File: config.mk
export PLATFORM = sky130hd
export DESIGN_NAME = dmux4way16_stream
export DESIGN_NICKNAME = d
export VERILOG_FILES = /design/src/rtl/dmux4way16_stream.sv
export SDC_FILE = /design/constraint.sdc
export NUM_CORES = 1
export LEC_CHECK = 0
export CORE_ASPECT_RATIO = 2
export CORE_MARGIN = 4
export CORE_UTILIZATION = 58
export CTS_CLUSTER_DIAMETER = 60
export CTS_CLUSTER_SIZE = 16
export DETAILED_ROUTE_END_ITERATION = 8
export MAX_ROUTING_LAYER = met4
export PLACE_DENSITY_LB_ADDON = 0.08
export SYNTH_ARGS = -nofsm -noshare
export SYNTH_HDL_FRONTEND = slang
export SYNTH_SLANG_ARGS = --single-unit
File: constraint.sdc
create_clock -name clk -period 5.8 [get_ports clk]
set_input_delay 1.74 -clock clk [delete_from_list [all_inputs] [get_ports clk]]
set_output_delay 1.74 -clock clk [all_outputs]
set_load 0.03 [all_outputs]
File: src/rtl/dmux4way16_stream.sv
//------------------------------------------------------------------------------
// Module  : dmux4way16_stream
// Brief   : Registered 4-way demultiplexer. It routes a valid/ready input
//           stream into four independent per-destination FIFOs.
// Revision: 1.0 - initial release
//------------------------------------------------------------------------------
`default_nettype none

module dmux4way16_stream #(
    parameter int WIDTH = 16,
    parameter int DEPTH = 2
) (
    input  logic             clk,
    input  logic             rst_n,
    input  logic [WIDTH-1:0] in,
    input  logic [1:0]       sel,
    input  logic             in_valid,
    output logic             in_ready,
    output logic [WIDTH-1:0] a,
    output logic [WIDTH-1:0] b,
    output logic [WIDTH-1:0] c,
    output logic [WIDTH-1:0] d,
    output logic             a_valid,
    output logic             b_valid,
    output logic             c_valid,
    output logic             d_valid,
    input  logic             a_ready,
    input  logic             b_ready,
    input  logic             c_ready,
    input  logic             d_ready,
    output logic             busy
);

    localparam int            c_AW   = (DEPTH > 1) ? $clog2(DEPTH) : 1;
    localparam logic [c_AW:0] c_FULL = (c_AW + 1)'(DEPTH);

    logic [3:0]       w_ready;
    logic [3:0]       w_valid;
    logic [3:0]       w_full;
    logic [WIDTH-1:0] w_head [4];

    assign w_ready = {d_ready, c_ready, b_ready, a_ready};

    // Full is taken from registered occupancy only, so a full channel never
    // accepts a word in the same cycle it is popped.
    assign in_ready = !w_full[sel];

    generate
        for (genvar i = 0; i < 4; i++) begin : g_chan
            logic [WIDTH-1:0] r_mem [DEPTH];
            logic [c_AW-1:0]  r_wptr;
            logic [c_AW-1:0]  r_rptr;
            logic [c_AW:0]    r_cnt;
            logic             w_push;
            logic             w_pop;

            assign w_valid[i] = (r_cnt != '0);
            assign w_full[i]  = (r_cnt == c_FULL);
            assign w_head[i]  = r_mem[r_rptr];
            assign w_push     = in_valid && !w_full[i] && (sel == 2'(i));
            assign w_pop      = w_valid[i] && w_ready[i];

            always_ff @(posedge clk or negedge rst_n) begin
                if (!rst_n) begin
                    for (int k = 0; k < DEPTH; k++) begin
                        r_mem[k] <= '0;
                    end
                    r_wptr <= '0;
                    r_rptr <= '0;
                    r_cnt  <= '0;
                end else begin
                    if (w_push) begin
                        r_mem[r_wptr] <= in;
                        r_wptr        <= r_wptr + 1'b1;
                    end
                    if (w_pop) begin
                        r_rptr <= r_rptr + 1'b1;
                    end
                    if (w_push && !w_pop) begin
                        r_cnt <= r_cnt + 1'b1;
                    end else if (w_pop && !w_push) begin
                        r_cnt <= r_cnt - 1'b1;
                    end
                end
            end
        end
    endgenerate

    assign a       = w_head[0];
    assign b       = w_head[1];
    assign c       = w_head[2];
    assign d       = w_head[3];
    assign a_valid = w_valid[0];
    assign b_valid = w_valid[1];
    assign c_valid = w_valid[2];
    assign d_valid = w_valid[3];
    assign busy    = |w_valid;

endmodule

`default_nettype wire

==> impl_metrics.py <==
metrics = {
    "outcome": {
        "outcome": "completed",
    },
    "setup_path": {
        "path_class": "input port to output port",
        "crit_path_start_kind": "input port",
        "crit_fanout": 13,
        "crit_family": "buffers and inverters",
        "critPathMostFrequentCell": "clkdlybuf4s50_1",
        "crit_chain": "clkdlybuf4s50_1 -> buf_4 -> mux2i_1 -> mux2_2 -> clkdlybuf4s50_1",
        "endpoint_kind": "output port",
        "required_ns": 4.06,
        "cp.buffers_inverters": 3,
        "critPathMaxStageDelay_ns": 0.66,
        "cp.arrival_ns": 3.51,
        "crit_path_top_delay_cell": "clkdlybuf4s50_1",
    },
    "route": {
        "wl_per_cell_um": 20.6,
        "viasPerCell": 5.53,
        "drtPass1Iterations": 4,
        "drt_iter0_drc": 178,
        "wl_um": 13700,
        "remaining_drc_errors": 0,
        "final_antenna_net_count": 0,
        "routed-via-count": 3688,
    },
    "place": {
        "hpwl_um": 9240,
        "portBuffers": 94,
        "post-place-ws_ns": 0.539,
        "placed_cells": 635,
        "placed_area_um2": 7450,
        "place_congestion": 0.833,
    },
    "clocking": {
        "clk_pin_slew_ns": 0.06,
        "cts_tree": "yes",
        "root_buffer": "clkbuf_16",
        "cts_resized": 0,
        "cts-buffers-inserted": 17,
        "post-cts-setup-buffer-count": 0,
        "hold_buffers": 0,
        "htree_num_levels": 4,
        "clock_sinks": 144,
        "clk_latency_ns": 0.41,
        "clockBufferDepth": 2,
    },
    "timing": {
        "period_needed_ns": 5.25,
        "layout_setup_ws_ns": 0.546,
        "slew_violations": 0,
        "rsz0062_at_grt": "no",
        "period_share_pct": 90.6,
        "finalSetupTns_ns": 0,
        "finalHoldViolCount": 0,
        "max_slew.worst_pin.slew_ns": 1.24,
        "clock.fmax_mhz": 190,
        "setup_viol": 0,
        "clock_skew_ns": 0.0112,
        "slew_headroom_pct": 17.0,
    },
    "global_routing": {
        "grt_pass1_vias": 4151,
        "grt_max_degree": 111,
        "grt_use_total_pct": 24.3,
        "grt_pass1_wl_um": 22100,
        "antenna_found_initial": 0,
        "grt_overflow": 0,
    },
    "logic_synthesis": {
        "synthTopCellsByCount": "mux2_2 (184), dfrtp_1 (144), xor2_1 (12), mux2_4 (10), xnor2_1 (8)",
        "ys_warn_count": 0,
        "syn_nets": 446,
        "synth_compound_area_share_pct": 0,
        "synth_edf_count": 0,
        "yosysMostFrequentCell": "mux2_2",
        "synth_area_leader_cell": "dfrtp_1",
        "synth_cells": 417,
        "synth-simple-area-share_pct": 3.82,
        "synth_seq_cells": 144,
        "synth_top_family_by_area": "multiplexers",
        "synth.area.top_cells": "dfrtp_1 (56%), mux2_2 (32%), mux2_4 (2.3%), xor2_1 (1.6%), xnor2_1 (1.1%)",
        "synth_top_area_share_pct": 56.1,
        "yosysSeqAreaShare_pct": 56.1,
        "yosys.area_share.adder_pct": 0.779,
        "synth_xor_area_share_pct": 2.73,
        "syn_avg_cell_area_um2": 15.4,
        "synth_area_um2": 6420,
        "synth.mux.area_fraction_pct": 34.7,
        "synthArstFlopShare_pct": 100,
        "synth_ff_type": "dfrtp_1",
        "yosysUniqueCellTypes": 28,
    },
    "cells_and_area": {
        "drive_above_1_share_pct": 45.5,
        "num-fill-cells": 696,
        "antenna_cells": 0,
        "design_area_um2": 8090,
        "final_cells": 667,
        "syn_to_final_growth_pct": 25.9,
        "final_nets": 543,
    },
    "floorplan": {
        "die_height_um": 157,
        "die_x_um": 82.4,
        "design.core.area_um2": 10900,
        "dieArea_um2": 12900,
        "start_util_pct": 59.1,
        "pin_count": 95,
        "row_count": 54,
    },
    "power": {
        "p_total_w": 0.00568,
        "ir_worst_vdd_uv": 466,
        "pwr_density_cell_nw_per_um2": 702,
        "p_leak_nw": 3.49,
    },
    "worst_hold_path": {
        "hold_path.class": "flop to flop",
    },
    "flow_run": {
        "max_cap_viol_count": 0,
    },
}
==> placed cells by master (no fill, tap or decap) <==
cell             Yosys  routed
ha_1                 4       4
inv_6                0       1
nor4b_4              2       2
bufinv_16            0       4
dfrtp_1            144     144
buf_4                4       4
and3_1               1       1
xor2_1              12      12
and4_1               1       1
nor3b_1              1       1
mux2i_1              1       1
nand2b_1             3       3
or4_1                2       2
clkinvlp_4           0       4
buf_6                3       1
clkbuf_16            0      17
or2_2                4       4
clkinv_4             0       2
clkdlybuf4s50_1      0      93
nor3_1               2       2
nand2_2              1       1
mux2_2             184     184
nand4b_1             2       2
nand2_1              5       5
clkbuf_8             0       2
nor3_2               1       1
clkbuf_1             5       1
xnor2_1              8       8
clkinv_2             0       1
nor2b_1              3       3
mux2_4              10      10
nor2b_2              1       1
nor2_1               4       4
or4_4                1       1
==> registers in the layout, indices dropped and copies added (netlist names) <==
name	flops
g_chan.r_cnt	8
g_chan.r_mem	128
g_chan.r_wptr	4
g_chan.r_rptr	4
==> through the flow <==
step	utilization, %	hold slack [ns]
after global routing	74.4	0.514
after detailed placement	68.5	0.476
after global placement	68.5	0.467
final	74.4	0.481
after CTS	74.4	0.482
after floorplan	-	0.447
==> report_power, final <==
group          switching [W]  leakage (nW)  internal [W]  total, W
sequential          0.000369          1.73       0.00151   0.00188
combinational        0.00127          1.46       0.00137   0.00264
clock               0.000413         0.299      0.000744   0.00116
total                0.00205          3.49       0.00363   0.00568
==> area by class of cell <==
| type | count | area [µm²] | area share, % |
|---|---|---|---|
| clock inverter | 12 | 181 | 2.24 |
| sequential | 144 | 3600 | 44.5 |
| tap | 140 | 175 | 2.16 |
| timing repair buffer | 98 | 972 | 12.0 |
| multi-input combinational | 253 | 2700 | 33.4 |
| clock buffer | 20 | 457 | 5.64 |
==> final timing paths <==
check	startpoint	endpoint	slack (ns)	cells past startpoint
setup / recovery	sel[0]	in_ready	0.55	5
hold / removal	g_chan[1].r_wptr$_DFFE_PN0P_	g_chan[1].r_wptr$_DFFE_PN0P_	0.48	1
setup reg to reg	g_chan[3].r_cnt[1]$_DFFE_PN0P_	g_chan[3].r_mem[24]$_DFFE_PN0P_	3.59	3
hold reg to reg	g_chan[1].r_wptr$_DFFE_PN0P_	g_chan[1].r_wptr$_DFFE_PN0P_	0.48	1
max in group asynchronous	rst_n	g_chan[0].r_mem[31]$_DFFE_PN0P_	3.27	2
min in group asynchronous	rst_n	g_chan[0].r_mem[22]$_DFFE_PN0P_	1.44	1
==> cell families after synthesis <==
kind of cell / Yosys count
AND/OR/NAND/NOR: 34
XOR/XNOR: 20
buffers and inverters: 20
adder cells (fa/ha/maj): 4
flip-flops: 144
multiplexers: 195
==> routing by layer <==
layer  vias to the layer above  global-route usage [%]  routed length (µm)  part of all wire, %
met4                         0                    6.74                 209                  1.5
met1                      1914                    27.4                5190                   38
met3                        10                    6.39                 528                  3.9
met2                        83                    41.5                7780                   57
li1                       1681                       -                   -                    -
met5                         -                       -                   0                    0
Note: power is estimated with default switching activity, not from simulation.
